## src/rtl/pb_scan_debouncer.sv

```systemverilog
// Multi-button push-button debouncer. A round-robin scheduler time-shares one
// compare/increment engine across N_PB buttons, each with its own count register.
module pb_scan_debouncer #(
  parameter int N_PB       = 4,
  parameter int TICK_DIV   = 1000,
  parameter int STABLE_CNT = 16,
  parameter int CNT_W      = 5,
  localparam int IDX_W     = (N_PB > 1) ? $clog2(N_PB) : 1
) (
  input  logic             clk,
  input  logic             rst,
  input  logic [N_PB-1:0]  PB,
  input  logic [N_PB-1:0]  pb_en,
  output logic [N_PB-1:0]  PB_state,
  output logic [N_PB-1:0]  PB_down,
  output logic [N_PB-1:0]  PB_up,
  output logic [IDX_W-1:0] scan_idx
);

  localparam int DIV_W = (TICK_DIV > 1) ? $clog2(TICK_DIV) : 1;

  typedef enum logic [2:0] {
    EV_NONE,
    EV_DISABLE,
    EV_STABLE,
    EV_ACCEPT,
    EV_COUNT
  } ev_t;

  logic [N_PB-1:0]  sync1;
  logic [N_PB-1:0]  sync2;
  logic [DIV_W-1:0] div_cnt;
  logic             tick;
  logic [CNT_W-1:0] cnt [N_PB];

  ev_t              ev;
  logic             sel_pressed;
  logic             sel_state;
  logic             sel_en;
  logic [CNT_W-1:0] sel_cnt;

  // NOTE: non-blocking assignments let sync2 capture the old sync1, forming two real stages.
  always_ff @(posedge clk) begin
    if (rst) begin
      sync1 <= '1;
      sync2 <= '1;
    end else begin
      sync1 <= PB;
      sync2 <= sync1;
    end
  end

  assign tick = (div_cnt == DIV_W'(TICK_DIV - 1));

  always_ff @(posedge clk) begin
    if (rst) begin
      div_cnt  <= '0;
      scan_idx <= '0;
    end else begin
      div_cnt <= tick ? '0 : div_cnt + 1'b1;
      if (tick)
        scan_idx <= (scan_idx == IDX_W'(N_PB - 1)) ? '0 : scan_idx + 1'b1;
    end
  end

  // Shared engine: classify the owning button's slot outcome.
  // NOTE: every always_comb output gets a default first so no latch is inferred.
  always_comb begin
    sel_pressed = ~sync2[scan_idx];
    sel_state   = PB_state[scan_idx];
    sel_en      = pb_en[scan_idx];
    sel_cnt     = cnt[scan_idx];
    ev          = EV_NONE;
    if (tick) begin
      if (!sel_en)
        ev = EV_DISABLE;
      else if (sel_pressed == sel_state)
        ev = EV_STABLE;
      else if (sel_cnt == CNT_W'(STABLE_CNT - 1))
        ev = EV_ACCEPT;
      else
        ev = EV_COUNT;
    end
  end

  // NOTE: the count array is reset explicitly because a reset must discard any partial debounce.
  always_ff @(posedge clk) begin
    if (rst) begin
      PB_state <= '0;
      PB_down  <= '0;
      PB_up    <= '0;
      for (int i = 0; i < N_PB; i++)
        cnt[i] <= '0;
    end else begin
      PB_down <= '0;
      PB_up   <= '0;
      case (ev)
        EV_DISABLE: begin
          PB_state[scan_idx] <= 1'b0;
          cnt[scan_idx]      <= '0;
        end
        EV_STABLE: cnt[scan_idx] <= '0;
        EV_ACCEPT: begin
          PB_state[scan_idx] <= sel_pressed;
          cnt[scan_idx]      <= '0;
          PB_down[scan_idx]  <= sel_pressed;
          PB_up[scan_idx]    <= ~sel_pressed;
        end
        EV_COUNT:  cnt[scan_idx] <= sel_cnt + 1'b1;
        default:   ;
      endcase
    end
  end

endmodule

```

## config.mk

```make
export PLATFORM = sky130hd
export DESIGN_NAME = pb_scan_debouncer
export DESIGN_NICKNAME = d
export VERILOG_FILES = /design/src/rtl/pb_scan_debouncer.sv
export SDC_FILE = /design/constraint.sdc
export NUM_CORES = 1
export LEC_CHECK = 0
export ABC_AREA = 1
export CAP_MARGIN = 40
export CORE_MARGIN = 2
export CORE_UTILIZATION = 35
export CTS_CLUSTER_DIAMETER = 60
export DETAILED_ROUTE_END_ITERATION = 10
export MAX_ROUTING_LAYER = met4
export PLACE_DENSITY = 0.57
export SYNTH_ARGS = -nofsm -noshare
export SYNTH_HDL_FRONTEND = slang
export SYNTH_SLANG_ARGS = --single-unit
```

## constraint.sdc

```tcl
create_clock -name clk -period 2.24 [get_ports clk]
set_clock_uncertainty 0.1 [all_clocks]
set_input_delay 0.56 -clock clk [delete_from_list [all_inputs] [get_ports clk]]
set_output_delay 0.56 -clock clk [all_outputs]
set_load 0.02 [all_outputs]
```

==> metrics, run 1 <==
outcome finished, final reports clean; Final Setup Violations 0; Syn Nets between 300 and 400; top sig layer met4; Critical Path AT 2.29 ns; met3 wire length approximately 230 um; Reg area approximately 1300 um^2; chip width approximately 90 um; # hold bufs at CTS 0; number of synthesized flops with an enable pin 20; crit end category flip-flop; critical path peak fanout 5; wl on met1 between 2000 and 3000 um; Initial Util 35.90%; largest net degree at the start of global routing 17; Static Leak around 1.4 nW; CP max-delay cell dfxtp_4; overall routing resource usage approximately 14%; row cnt 31; wirelength, routed 5513 um; pwr dens about 550 nW/um^2; Filler cells between 700 and 800; Die Y between 80 and 90 um; VDD IR max approximately 0.23 mV; register area share after synthesis about half; final hold vios 0; WP buf/inv 2; register bit total from synthesis 54; DR WL/cell roughly 12 um; htree depth 2; min Tclk post-route between 2 and 2.5 ns; synth top area cells dfxtp_1 26%, edfxtp_1 23%, nand2_1 10%; routability cong. just under 0.9; most common library cells after synthesis 72 x nand2_1, 47 x nor2_1, 34 x dfxtp_1; Clock Power Share 36.0%; Post-Syn Area between 2000 and 3000 um^2; num ports 24; Crit path required time around 2.4 ns; CTS Buf Count 5; max_slew headroom 77.63%; Comb pwr share 6.0%; area of the die 8063 um^2; drt first pass iters 5; Core Region slightly above 7000 um^2; fin crit share between 90% and 100%; top-area cell type share of the netlist area a little over a quarter; vias in the first global route around 1900; first-pass GRT wire length 8963 um; Peak Freq 462.8 MHz; IO Port Bufs 23; Final nets roughly 370; HP Class reg -> reg; RSZ-0062 raised after global routing true; # clock sinks 54; Slew Limit Fails 0; most frequent cell after synthesis nand2_1; CP Cell Sequence buf_6, nand2_2, nand3_2, nand2_2, inv_2, ha_4, nand2_2, nor2_1, ha_2, nand3_4, nor2_8, nand3_4, nand2_1, nand2_1, nor2_1, nor2_1; Synthesis Warnings 0; main flop type after synthesis dfxtp_1; Clock Path Buffers 2; drc violations 0; HPWL Detailed slightly above 4000 um; Cells after Synth between 200 and 300; share of cells above drive strength 1 between 20% and 30%; Crit Path Category reg -> reg; initial antenna violation count 0; max incr delay on CP around 0.38 ns; Seq pwr share between 50 and 60%; total congestion overflow 0; Worst-path clk slew ~0.11 ns; Hold WS 0.3158 ns; Synth async-reset ratio 0%; Sw Ratio between 20% and 30%; Max Cap Viol 0; Design Power 1.818 mW; Sw Pwr ~0.39 mW; DR vias/cell 4.503; antenna violation net count after detailed routing 0; Ant. Diodes 0; initial drt markers between 90 and 100; clock latency on the worst-skew pair between 0.3 and 0.4 ns; crit path launch type flip-flop; area grow syn2layout 28.95%; Multi-input gate area ~1200 um^2; CTS tree yes; Int Pwr 1.424 mW; cell family with most CP delay simple AND/OR/NAND/NOR gates; post-synth cell types 33; Root Buffer clkbuf_8; post-synth top area cell dfxtp_1; Final Util a little under half; Post-Syn Area per Cell 8.616 um^2; Slew @ Worst Pin between 0.3 and 0.4 ns; Via Count 2022; met2 wire len 2528 um
[flip-flops by register name (all words and copies together), names as in the netlist, named ones only]
name	count
sync1	4
PB_state	4
PB_up	4
scan_idx	2
div_cnt	10
sync2	4
cnt	20
PB_down	4
[routing by layer]
metal	vias to the layer above	global-route usage, %
li1	1062	-
met1	908	18.70
met4	0	6.154
met5	-	-
met3	11	2.850
met2	41	22.16
[final timing paths]
path | start | endpoint | slack, ns | cells after the start
max | flip-flop | PB_state[3] | 0.08 | 16
max reg2reg | flip-flop | PB_state[3] | 0.08 | 16
min | sync1[0] | sync2[0] | 0.32 | 1
min reg2reg | sync1[0] | sync2[0] | 0.32 | 1
[through the flow]
step / instances / setup slack, ns / setup TNS (ns) / area, um^2
final: 449 / 0.07936 / 0 / 3322
after global routing: 449 / -0.05180 / -0.09884 / 3322
after global placement: 434 / 0.006567 / 0 / 3027
after detailed placement: 434 / -0.03319 / -0.1529 / 3027
after floorplan: 299 / 0.08006 / 0 / 2576
after CTS: 443 / 0.01334 / 0 / 3167
[final cells by class]
cell class | instances | area share, %
repair buffers | 49 | 13.03
inverters | 30 | 3.616
well taps | 99 | 3.729
clock buffers | 5 | 2.072
multi-input cells | 209 | 37.63
clock inverters | 3 | 1.205
flip-flops and latches | 54 | 38.72
[what timing repair did]
action / CTS / global route
buffers inserted: 0 / 6
gates resized for setup: 6 / 30
endpoints found under the setup margin: 18 / 27
pin swaps: 1 / 16
cloned: 1 / 0
[power groups by stage]
| stage | registers [mW] | logic, mW | clock network, mW |
|---|---|---|---|
| floorplan | 1.07 | 0.0570 | 0 |
| global placement | 1.08 | 0.0949 | 0 |
| detailed placement | 1.08 | 0.0954 | 0 |
| CTS | 1.06 | 0.0971 | 0.674 |
| global route | 1.06 | 0.120 | 0.705 |
| finish | 1.05 | 0.110 | 0.654 |
[cell usage in the layout, fill, tap and decap left out, drive strengths merged, types with 5 or more instances in the layout]
master	synthesis	final
nand3	27	27
edfxtp	20	20
inv	29	30
nand4	5	5
ha	7	7
nand2	83	83
clkdlybuf4s50	0	23
nor2	52	53
or2	10	10
buf	5	26
clkbuf	2	5
dfxtp	34	34
[cells by family after synthesis]
group / count (synthesis) / share of synthesized area [%]
fa+ha+maj: 7 / 3.400
flops: 54 / 49.73
simple gates: 186 / 36.38
buf+inv: 37 / 6.654
compound gates: 13 / 3.157
xor+xnor: 2 / 0.6801
Note: power is estimated with default switching activity, not from simulation.
==> inputs of run 2 (changes only) <==
- CORE_UTILIZATION: 35 -> 51
- PLACE_DENSITY: 0.57 -> 0.77
==> metrics, run 2 (same netlist as run 1, synthesis figures left out) <==
CP max-delay cell dfxtp_4; CTS Buf Count 5 (unchanged); crit path launch type flip-flop; initial antenna violation count 0 (unchanged); clock latency on the worst-skew pair 0.31 ns (about the same); Core Region 4786 um^2 (-33%); Crit Path Category reg -> reg; max incr delay on CP 0.37 ns (about the same); first-pass GRT wire length 9142 um (+2.0%); wirelength, routed 5688 um (+3.2%); HP Class reg -> reg; Final Setup Violations 0 (unchanged); drc violations 0 (unchanged); commonest non-fill, non-tap cell in the layout nand2_1; initial drt markers 176 (+85%); area of the die 5636 um^2 (-30%); DR WL/cell 13.67 um (+11%); Slew @ Worst Pin 0.3877 ns (+0.05346 ns); RSZ-0062 raised after global routing true; CTS tree yes; Worst-path clk slew 0.10 ns (about the same); IO Port Bufs 23 (unchanged); Peak Freq 453.2 MHz (-2.1%); critical path depth in cells 16 (unchanged); Largest register FFs 20 (unchanged); VDD IR max 0.3814 mV (+64%); Root Buffer clkbuf_8; htree depth 2 (unchanged); max_slew headroom 74.09% (-3.5 points); fin crit share 98.50% (+2.0 points); largest registers cnt: 20 flops, div_cnt: 10 flops; largest register by flop count cnt; Ant. Diodes 0 (unchanged); CP Cell Sequence clkinvlp_4, nand2_1, nand3_1, nand2_1, inv_2, ha_4, nand2_2, nor2_2, ha_2, nand3_4, nor2_8, nand3_4, nand2_1, nand2_1, nor2_1, nor2_1; critical path peak fanout 7 (+2); Reg2Reg Setup Slack 0.03 ns (-0.05 ns); row cnt 25 (-19%); overall routing resource usage 22.33% (+7.9 points); vias in the first global route 1960 (+5.1%); Critical Path AT 2.31 ns (+0.02 ns); area grow syn2layout 26.57%; outcome finished, final reports clean; crit end category flip-flop; Filler cells 365 (-48%); WP buf/inv 2 (unchanged); num ports 24 (unchanged); Max Cap Viol 0 (unchanged); drt first pass iters 4 (-1); Design Power 1.908 mW (+5.0%); Final nets 365 (-0.27%); Via Count 2124 (+5.0%); share of cells above drive strength 1 25.21% (-2.5 points); Crit path required time 2.35 ns (-0.02 ns); min Tclk post-route 2.206 ns (+0.04568 ns); total congestion overflow 0 (unchanged); chip width 75.08 um (-16%); routability cong. 0.9019 (+3.9%); largest net degree at the start of global routing 17 (unchanged); post-route setup slack 0.03368 ns (-0.04568 ns); final hold vios 0 (unchanged); CP most frequent cell nand2_1; pre-CTS setup slack -0.09984 ns (-0.06666 ns); # clock sinks 54 (unchanged); most frequent cells in the layout 69 x nand2_1, 42 x nor2_1, 33 x dfxtp_1; Sum Neg Setup Slack 0 ns (unchanged); cell family with most CP delay simple AND/OR/NAND/NOR gates; pwr dens 585.3 nW/um^2 (+7.0%); Die Y 75.08 um (-16%); Clock Path Buffers 2 (unchanged); Initial Util 53.83% (+18 points); DR vias/cell 5.106 (+13%); r2r worst-path depth 16 (unchanged); HPWL Detailed 3963 um (-1.5%); Static Leak 1.368 nW (-1.1%); hold-critical path depth 1 (unchanged); antenna violation net count after detailed routing 0 (unchanged); Slew Limit Fails 0 (unchanged)
run 2: cell types whose count changed in the layout (fill, tap and decap cells not counted), sizes merged:
cell and change:
buf -1, bufinv +1, clkinv -1, clkinvlp +1, inv -1
run 2: worst register-to-register path: stages, from the launching register on:
cell and delay (ns):
dfxtp_4 0.37, clkinvlp_4 0.12, nand2_1 0.08, nand3_1 0.07
nand2_1 0.06, inv_2 0.08, ha_4 0.14, nand2_2 0.05
nor2_2 0.09, ha_2 0.22, nand3_4 0.12, nor2_8 0.20
nand3_4 0.09, nand2_1 0.06, nand2_1 0.06, nor2_1 0.13
nor2_1 0.06
run 2: final cells by class:
cell class / instances / area (um^2) / share of cell area (%)
multi-input cells: 209 / 1212 / 37.18
well taps: 67 / 83.83 / 2.571
clock buffers: 5 / 68.82 / 2.111
inverters: 30 / 121.4 / 3.722
flip-flops and latches: 54 / 1285 / 39.41
repair buffers: 48 / 425.4 / 13.05
clock inverters: 3 / 63.81 / 1.957
run 2: path summary, 6_finish.rpt:
kind | startpoint | to
max | flip-flop | PB_state[1]
min | sync1[3] | sync2[3]
max reg2reg | flip-flop | PB_state[1]
min reg2reg | sync1[3] | sync2[3]
run 2: metal layers:
| metal | up-vias | wire [um] | track usage, % |
|---|---|---|---|
| li1 | 1059 | - | - |
| met4 | 0 | 89 | 7.341 |
| met1 | 1010 | 2647 | 29.62 |
| met5 | - | 0 | - |
| met3 | 9 | 221 | 4.953 |
| met2 | 46 | 2730 | 33.92 |
run 2: power breakdown:
| part | leakage [nW] | internal [mW] | total [mW] | switching [mW] |
|---|---|---|---|---|
| combinational | 0.835 | 0.0467 | 0.103 | 0.0560 |
| clock | 0.0658 | 0.442 | 0.753 | 0.311 |
| sequential | 0.467 | 1.04 | 1.05 | 0.0103 |
run 2: metrics by stage:
step	hold slack, ns	cell area [um^2]	utilization, %	instances
after detailed placement	0.2933	2964	61.93	399
after CTS	0.3155	3134	65.49	408
final	0.3137	3261	68.13	416
after global placement	0.2914	2964	61.93	399
after global routing	0.3246	3261	68.13	416
after floorplan	0.2895	2576	-	299
run 2: repair_timing:
action / in CTS / in global routing
pin swaps: 2 / 17
setup buffers: 0 / 8
resized for setup: 7 / 18
hold buffers: 0 / 0
gates cloned: 1 / 0
setup endpoints to repair: 13 / 27
